### config.mk
export PLATFORM = sky130hd
export DESIGN_NAME = alu_multicycle
export DESIGN_NICKNAME = d
export VERILOG_FILES = /design/src/rtl/alu_pkg.sv /design/src/rtl/alu_multicycle_mul_shift_add.sv /design/src/rtl/alu_multicycle.sv
export SDC_FILE = /design/constraint.sdc
export NUM_CORES = 1
export LEC_CHECK = 0
export CAP_MARGIN = 30
export CELL_PAD_IN_SITES_DETAIL_PLACEMENT = 0
export CELL_PAD_IN_SITES_GLOBAL_PLACEMENT = 1
export CORE_ASPECT_RATIO = 1.1
export CORE_MARGIN = 5
export CORE_UTILIZATION = 42
export CTS_BUF_LIST = sky130_fd_sc_hd__clkbuf_8
export CTS_CLUSTER_DIAMETER = 150
export DETAILED_ROUTE_END_ITERATION = 8
export GPL_ROUTABILITY_DRIVEN = 1
export GPL_TIMING_DRIVEN = 1
export PLACE_DENSITY = 0.88
export SYNTH_ARGS = -nofsm -noshare
export SYNTH_HDL_FRONTEND = slang
export SYNTH_HIERARCHICAL = 1
export SYNTH_SLANG_ARGS = --single-unit
export TNS_END_PERCENT = 30
### constraint.sdc
create_clock -name clk -period 4.7 [get_ports clk]
set_clock_uncertainty 0.2 [all_clocks]
set_input_delay 0.94 -clock clk [delete_from_list [all_inputs] [get_ports clk]]
set_output_delay 0.94 -clock clk [all_outputs]
set_load 0.01 [all_outputs]
### src/rtl/alu_pkg.sv
// Operation codes shared by the ALU control decoder and the execute-stage ALU,
// so the two blocks cannot disagree on an encoding.
package alu_pkg;

  localparam int ALU_OP_W = 4;

  typedef enum logic [ALU_OP_W-1:0] {
    ALU_AND = 4'd0,
    ALU_OR  = 4'd1,
    ALU_ADD = 4'd2,
    ALU_SLL = 4'd3,
    ALU_SRL = 4'd4,
    ALU_SUB = 4'd6,
    ALU_SLT = 4'd7,
    ALU_MUL = 4'd8
  } alu_op_e;

endpackage

### src/rtl/alu_multicycle_mul_shift_add.sv
// Iterative shift-add multiplier: one partial product per step, low DATA_W bits
// of the product only, fixed DATA_W steps per operation.
module mul_shift_add #(
  parameter int DATA_W = 32,
  parameter int CNT_W  = $clog2(DATA_W)
) (
  input  logic              clk,
  input  logic              rst,
  input  logic              load,
  input  logic              step,
  input  logic [DATA_W-1:0] operand_a,
  input  logic [DATA_W-1:0] operand_b,
  output logic [DATA_W-1:0] acc_next,
  output logic              last
);

  logic [DATA_W-1:0] mcand_q;
  logic [DATA_W-1:0] mplier_q;
  logic [DATA_W-1:0] acc_q;
  logic [CNT_W-1:0]  count_q;

  // acc_next is the accumulator after the current step, so the parent can
  // capture the final product on the last step without an extra cycle.
  assign acc_next = mplier_q[0] ? acc_q + mcand_q : acc_q;
  assign last     = (count_q == CNT_W'(DATA_W - 1));

  always_ff @(posedge clk) begin
    // NOTE: state registers use non-blocking assignments so every register
    // samples pre-edge values; blocking here would create order-dependent races.
    if (rst) begin
      mcand_q  <= '0;
      mplier_q <= '0;
      acc_q    <= '0;
      count_q  <= '0;
    end else if (load) begin
      mcand_q  <= operand_a;
      mplier_q <= operand_b;
      acc_q    <= '0;
      count_q  <= '0;
    end else if (step) begin
      acc_q    <= acc_next;
      mcand_q  <= mcand_q << 1;
      mplier_q <= mplier_q >> 1;
      count_q  <= count_q + CNT_W'(1);
    end
  end

endmodule

### src/rtl/alu_multicycle.sv
// Execute-stage ALU: single-cycle ops register their result on the issue edge;
// MUL stalls the pipeline (busy) for DATA_W cycles on the shift-add multiplier.
module alu_multicycle
  import alu_pkg::*;
#(
  parameter int DATA_W  = 32,
  parameter int SHAMT_W = $clog2(DATA_W)
) (
  input  logic                clk,
  input  logic                rst,
  input  logic                start,
  input  logic [ALU_OP_W-1:0] alu_control,
  input  logic [DATA_W-1:0]   operand_a,
  input  logic [DATA_W-1:0]   operand_b,
  output logic [DATA_W-1:0]   result,
  output logic                zero,
  output logic                done,
  output logic                busy
);

  typedef enum logic {S_IDLE, S_MUL} state_e;

  state_e            state_q, state_d;
  logic [DATA_W-1:0] result_q, result_d;
  logic              zero_q;
  logic              done_q, done_d;
  logic [DATA_W-1:0] alu_out;
  logic [DATA_W-1:0] mul_acc_next;
  logic              mul_load, mul_step, mul_last;
  logic              issue_mul;

  assign issue_mul = start && (alu_control == ALU_MUL);

  always_comb begin
    // NOTE: every combinational output gets a default first so no path leaves
    // it unassigned, which would otherwise infer a latch.
    alu_out = '0;
    case (alu_control)
      ALU_AND: alu_out = operand_a & operand_b;
      ALU_OR:  alu_out = operand_a | operand_b;
      ALU_ADD: alu_out = operand_a + operand_b;
      ALU_SUB: alu_out = operand_a - operand_b;
      ALU_SLL: alu_out = operand_a << operand_b[SHAMT_W-1:0];
      ALU_SRL: alu_out = operand_a >> operand_b[SHAMT_W-1:0];
      ALU_SLT: alu_out = {{(DATA_W-1){1'b0}}, ($signed(operand_a) < $signed(operand_b))};
      default: alu_out = '0;
    endcase
  end

  always_ff @(posedge clk) begin
    if (rst) state_q <= S_IDLE;
    else     state_q <= state_d;
  end

  always_comb begin
    state_d = state_q;
    case (state_q)
      S_IDLE:  if (issue_mul) state_d = S_MUL;
      S_MUL:   if (mul_last)  state_d = S_IDLE;
      default: state_d = S_IDLE;
    endcase
  end

  // start is only looked at in IDLE, so requests during a MUL are dropped.
  always_comb begin
    result_d = result_q;
    done_d   = 1'b0;
    mul_load = 1'b0;
    mul_step = 1'b0;
    case (state_q)
      S_IDLE: begin
        if (issue_mul) begin
          mul_load = 1'b1;
        end else if (start) begin
          result_d = alu_out;
          done_d   = 1'b1;
        end
      end
      S_MUL: begin
        mul_step = 1'b1;
        if (mul_last) begin
          result_d = mul_acc_next;
          done_d   = 1'b1;
        end
      end
      default: ;
    endcase
  end

  always_ff @(posedge clk) begin
    if (rst) begin
      result_q <= '0;
      zero_q   <= 1'b1;
      done_q   <= 1'b0;
    end else begin
      result_q <= result_d;
      zero_q   <= (result_d == '0);
      done_q   <= done_d;
    end
  end

  mul_shift_add #(.DATA_W(DATA_W)) u_mul (
    .clk       (clk),
    .rst       (rst),
    .load      (mul_load),
    .step      (mul_step),
    .operand_a (operand_a),
    .operand_b (operand_b),
    .acc_next  (mul_acc_next),
    .last      (mul_last)
  );

  assign result = result_q;
  assign zero   = zero_q;
  assign done   = done_q;
  assign busy   = (state_q == S_MUL);

endmodule

==> results of run 1 <==
[cells in the final DEF, fill, tap and decap left out, drive strengths merged, types with 27 or more instances in the layout]
cell / instances
buf: 694
nor2: 332
a21oi: 218
nand2: 205
mux2i: 154
ha: 142
dfxtp: 136
inv: 125
o21ai: 106
clkdlybuf4s50: 99
nor3: 64
mux2: 59
nand3: 54
a211oi: 41
mux4: 33
nor2b: 30
a21o: 29
xnor2: 29
o211ai: 27
[how the worst min path moves through the flow]
stage / end / slack (ns) / cells past startpoint
2_1_floorplan: u_mul/acc_q[19]$_SDFFE_PP0P_ / 0.25 / 2
3_3_place_gp: u_mul/acc_q[22]$_SDFFE_PP0P_ / 0.26 / 2
3_5_place_dp: u_mul/acc_q[22]$_SDFFE_PP0P_ / 0.28 / 2
4_1_cts: u_mul/acc_q[22]$_SDFFE_PP0P_ / 0.29 / 2
5_1_grt: u_mul/acc_q[22]$_SDFFE_PP0P_ / 0.31 / 2
6_report: u_mul/acc_q[22]$_SDFFE_PP0P_ / 0.29 / 2
[power groups by stage]
| stage | Clock, mW | Combinational, mW | Sequential [mW] |
|---|---|---|---|
| after floorplan | 0 | 0.880 | 1.21 |
| after global placement | 0 | 1.86 | 1.21 |
| after detailed placement | 0 | 1.87 | 1.21 |
| after CTS | 1.06 | 1.90 | 1.18 |
| after global routing | 1.11 | 2.06 | 1.19 |
| final | 1.04 | 1.97 | 1.18 |
[sequential cells by signal (all words and copies together), names as in the netlist]
register,flops
busy,1
done,1
result,32
u_mul/acc_q,32
u_mul/count_q,5
u_mul/mcand_q,32
u_mul/mplier_q,32
zero,1
[cell families (layout without fill, tap and decap cells)]
group / after synthesis / in the layout / synth area share
compound gates: 689 / 689 / 0.266
xor+xnor: 43 / 43 / 0.0213
fa+ha+maj: 145 / 145 / 0.104
buf+inv: 287 / 948 / 0.0669
flops: 136 / 136 / 0.154
mux: 246 / 246 / 0.167
other cells: 0 / 2 / 0
simple gates: 847 / 847 / 0.221
[metal layers]
layer / share of wire / routed length [µm]
met4: 0.053 / 4840
met3: 0.088 / 8050
met2: 0.45 / 41200
met5: 0.00015 / 14
met1: 0.41 / 37300
[final cells by class]
type | instances | area share
inverters | 123 | 0.0185
clock inverters | 12 | 0.00405
multi-input cells | 1970 | 0.575
clock buffers | 20 | 0.0110
flip-flops and latches | 136 | 0.110
well taps | 567 | 0.0284
repair buffers | 793 | 0.253
diodes | 2 | 0.000200
[worst min-delay path, stage by stage (launching register included)]
cell	delay [ns]
dfxtp_1	0.34
nand2_1	0.06
a21oi_1	0.05
[repair_timing]
| action | in CTS | in global routing |
|---|---|---|
| setup buffers | 12 | 9 |
| endpoints found under the setup margin | 2 | 6 |
| resized for setup | 31 | 77 |
| hold buffers | 0 | 0 |
| pin swaps | 17 | 48 |
[metrics by stage]
step	setup slack (ns)	area, µm²
3_5_place_dp	-0.661	23900
5_1_grt	-0.0753	25000
2_1_floorplan	0.000102	17700
3_3_place_gp	-0.633	23900
6_report	0.0567	25000
4_1_cts	0.000107	24500
==> out/metrics.yaml, run 1 <==
yosys:
  avgSynthCellArea_um2: 7.40
  synth.most_common_cell: "nor2_1"
  ys_warn_count: 6
  yosys-top-cells-count: "nor2_1 (331), a21oi_1 (211), nand2_1 (203)"
  syn_area_um2: 17700
  synth_top_area_cell: "dfxtp_1"
  yosysSeqAreaShare: 0.154
  ys_async_sr_fraction: 0
  synth_top_cells_by_area: "dfxtp_1 (15%), ha_1 (10%), mux2i_1 (8.6%), nor2_1 (7.0%), a21oi_1 (6.0%)"
  synth-seq-cells: 136
  synth_edf_count: 0
  ys_types: 109
  synthCells: 2393
  yosys_most_used_dff: "dfxtp_1"
  yosys.area.top_type_share: 0.154
  synth_nets: 2609
grt:
  grt_max_degree: 77
  met3_usage: 0.0796
  grt_pass1_wl_um: 133000
  busiest_layer: "met2"
  grt_use_total: 0.378
  antenna_found_initial: 3
  overflow: 0
  grt_pass1_vias: 21441
  grtUsageMet2: 0.609
  gr-usage-met1: 0.488
critical_path:
  cp-end-kind: "flop"
  arrival_ns: 4.92
  r2r_end: "zero$_SDFF_PP1_"
  path_buf_inv: 2
  reg2reg_slack_ns: 0.06
  slowest_stage: "or4b_1"
  critPathKind: "in -> reg"
  crit_family: "compound AO/OA/AOI/OAI gates"
  critPathCapture: "zero$_SDFF_PP1_"
  worstReg2RegStart: "u_mul/acc_q[5]$_SDFFE_PP0P_"
  crit_required_ns: 4.98
  crit_path_start: "operand_a[0]"
  critPathLaunchType: "primary input"
  path_max_fanout: 8
  r2r.worst_path.cells: 21
  cp.depth: 15
  crit_chain: "clkdlybuf4s50_1 > inv_1 > ha_1 > fa_1 > o21bai_1 > and3_1 > o311a_1 > a211oi_4 > or4b_1 > and2_1 > o211ai_1 > o32ai_2 > o2111a_1 > and4_1 > a31o_1"
  crit_path_max_incr_delay_ns: 0.59
die:
  core_um2: 42000
  rows: 79
  die_h_um: 225
  fp.dieW_um: 206
  boundaryPins: 106
  start_util: 0.422
  dieArea_um2: 46400
power_and_ir_drop:
  seq_power_share: 0.282
  intPower_mw: 2.50
  ir_drop_mv: 0.218
  pwr-share-clk: 0.248
  power_density_nw_per_um2: 168
  power.leakage_nw: 11.3
  p_sw_frac: 0.404
  power_mw: 4.19
  p_sw_mw: 1.69
  combPwrFrac: 0.470
cells_and_area:
  fin_nets: 3257
  fillers: 3924
  area_delta_synth_final_pct: 41.2
  seq_area_um2: 2740
  multi_input_area_um2: 14400
  final_cells: 3623
  fin_util: 0.595
  drive_gt1_frac: 0.310
detailed_routing:
  num_vias: 22211
  post_drt_via_cell_ratio: 6.13
  drcViolationCount: 0
  dr.pass1.iters: 6
  routed_wirelength_um: 91500
  drt_iter0_drc: 2555
  ant_nets: 0
  avgRoutedWirePerCell_um: 25.2
sta:
  hold_ws_ns: 0.289
  final.setup.tns_ns: 0
  period_needed_ns: 4.64
  tightest_slew_ns: 0.865
  fmax_mhz: 215
  setup_violations: 0
  slew_viol_final: 0
  fin_crit_sh: 0.988
  slew_headroom: 0.421
  hold_violations: 0
clock_tree:
  cts_max_level: 4
  root_buffer: "clkbuf_8"
  insertion_delay_ns: 0.59
  cts.path.max_buffers: 2
  path_clk_slew_ns: 0.10
  clock_sinks: 136
  cts_tree: "done"
  cts_buffers: 17
job:
  drv_cap: 0
placement:
  place_congestion: 1.12
  io_buffer_count: 105
  dp_hpwl_um: 73400
  dp.cells: 3568
status:
  outcome: "finished, final reports clean"
min_path:
  hold_path_startpoint: "u_mul/acc_q[22]$_SDFFE_PP0P_"
  min_path_type: "reg -> reg"
Note: power is estimated with default switching activity, not from simulation.
==> inputs of run 2 (changes only) <==
--- a/config.mk
+++ b/config.mk
@@ -8,7 +8,7 @@
 export CAP_MARGIN = 30
 export CELL_PAD_IN_SITES_DETAIL_PLACEMENT = 0
 export CELL_PAD_IN_SITES_GLOBAL_PLACEMENT = 1
-export CORE_ASPECT_RATIO = 1.1
+export CORE_ASPECT_RATIO = 0.5
 export CORE_MARGIN = 5
 export CORE_UTILIZATION = 42
 export CTS_BUF_LIST = sky130_fd_sc_hd__clkbuf_8
==> run 2 against run 1 <==
Net effect: clock-buffer cell count decreased by 3; fmax decreased by 2.3%; the run now ends with negative setup slack left; global-route usage increased by 2.9 points.
==> out/metrics.yaml, run 2 (synthesis results as in run 1) <==
min_path:
  min_path_type: "reg -> reg"
die:
  fp.dieW_um: 300
  rows: 53
  core_um2: 41800
  start_util: 0.423
  dieArea_um2: 46600
  boundaryPins: 106
  die_h_um: 155
sta:
  period_needed_ns: 4.75
  fin_crit_sh: 1.01
  slew_viol_final: 0
  fin_ws_ns: -0.0508
  hold_ws_ns: 0.292
  rsz0062_at_grt: "true"
  hold_violations: 0
  slew_headroom: 0.362
  tightest_slew_ns: 0.944
  setup_violations: 3
  fmax_mhz: 210
clock_tree:
  cts_buffers: 17
  clock_sinks: 136
  insertion_delay_ns: 0.54
  cts_max_level: 4
  cts.path.max_buffers: 2
  cts_tree: "done"
  path_clk_slew_ns: 0.13
  root_buffer: "clkbuf_8"
detailed_routing:
  num_vias: 22620
  ant_nets: 0
  routed_wirelength_um: 99100
  post_drt_via_cell_ratio: 6.20
  dr.pass1.iters: 6
  drt_iter0_drc: 3002
  drcViolationCount: 0
  avgRoutedWirePerCell_um: 27.2
power_and_ir_drop:
  power.leakage_nw: 11.4
  power_density_nw_per_um2: 174
  ir_drop_mv: 0.195
cells_and_area:
  final_cell_mix: "buf_4 (686), nor2_1 (327), nand2_1 (202), a21oi_1 (202), mux2i_1 (153)"
  seq_area_um2: 2740
  fillers: 3943
  drive_gt1_frac: 0.313
  area_delta_synth_final_pct: 42.0
  final_common_cell: "buf_4"
  multi_input_area_um2: 14300
  stdcell_area_um2: 25200
  fin_nets: 3272
grt:
  gr-usage-met1: 0.585
  busiest_layer: "met1"
  met3_usage: 0.195
  grtUsageMet2: 0.547
  grt_max_degree: 81
  overflow: 0
  grt_use_total: 0.407
  grt_pass1_vias: 21011
  antenna_found_initial: 2
  grt_pass1_wl_um: 140000
critical_path:
  crit_chain: "clkdlybuf4s50_1 > buf_4 > mux4_2 > mux2i_1 > buf_4 > o22ai_1 > a2111oi_1 > buf_4 > o21a_1 > nand2_1 > nor4_2 > buf_4 > and4_1 > and4_4 > a31o_1"
  critPathLaunchType: "primary input"
  arrival_ns: 5.04
  crit_family: "buffers and inverters"
  crit_required_ns: 4.99
  cp-end-kind: "flop"
  path_buf_inv: 5
  slowest_stage: "clkdlybuf4s50_1"
  path_max_fanout: 6
  critPathKind: "in -> reg"
  cpMostUsedCell: "buf_4"
  crit_path_max_incr_delay_ns: 0.75
job:
  drv_cap: 0
placement:
  place_area_um2: 24000
  pre_cts_slack_ns: -0.593
  io_buffer_count: 105
  place_congestion: 1.12
  dp_hpwl_um: 79900
status:
  outcome: "complete, but fails checks"
  violations: "negative setup slack"
==> run 2: path summary, 6_finish.rpt <==
check             depth (start not counted)  slack, ns                      endpoint                          start
setup reg to reg                         25      -0.03         result[28]$_SDFF_PP0_  u_mul/mcand_q[0]$_SDFFE_PP0P_
hold / removal                            2       0.29  u_mul/acc_q[22]$_SDFFE_PP0P_   u_mul/acc_q[22]$_SDFFE_PP0P_
hold reg to reg                           2       0.29  u_mul/acc_q[22]$_SDFFE_PP0P_   u_mul/acc_q[22]$_SDFFE_PP0P_
setup / recovery                         15      -0.05               zero$_SDFF_PP1_                  operand_a[21]
==> run 2: timing repair <==
action	4_1_cts	5_1_grt
resized for setup	32	67
hold buffers	0	0
pin swaps	13	38
hold endpoints to repair	0	0
setup buffers	27	9
endpoints found under the setup margin	1	6
==> run 2: metal layers <==
layer	up-vias	routed length [µm]
li1	10104	-
met1	10909	44300
met2	1414	37400
met3	191	15200
met4	2	2300
met5	-	13
==> run 2: worst reg2reg max path: stages, from the launching register on <==
cell and delay, ns:
dfxtp_4 0.37, ha_4 0.17, fa_2 0.40, a21oi_2 0.16, buf_4 0.14, o311ai_4 0.11, nand2_2 0.13, a31oi_4 0.11
o41ai_4 0.29, o21ai_2 0.15, xor2_1 0.17, mux2_4 0.31, mux2_4 0.28, nand2_4 0.09, o311ai_4 0.10, nor4b_2 0.22
buf_4 0.19, a41oi_2 0.12, a221oi_2 0.27, buf_4 0.17, buf_4 0.09, buf_4 0.09, buf_4 0.09, buf_4 0.09
buf_6 0.10, nor2_1 0.04
==> run 2: final cells by class <==
cell class	instances	share of cell area
antenna	3	0.000298
sequential	136	0.109
tap	577	0.0287
inverter	123	0.0183
clock inverter	15	0.00587
timing repair buffer	808	0.259
clock buffer	17	0.00930
multi-input combinational	1970	0.570
==> run 2: power breakdown <==
part           internal (mW)  total [mW]  switching [mW]
combinational          0.900        2.08            1.18
clock                  0.396        1.10           0.709
sequential              1.17        1.19          0.0172
==> run 2: stage by stage <==
step	total power, mW	cells	TNS [ns]	utilization
detailed placement	3.16	3580	-2.03	0.574
finish	4.37	3649	-0.106	0.601
global placement	3.16	3580	-1.67	0.574
floorplan	2.09	2393	0	-
CTS	4.26	3639	-0.0660	0.592
global route	4.50	3647	-0.371	0.601
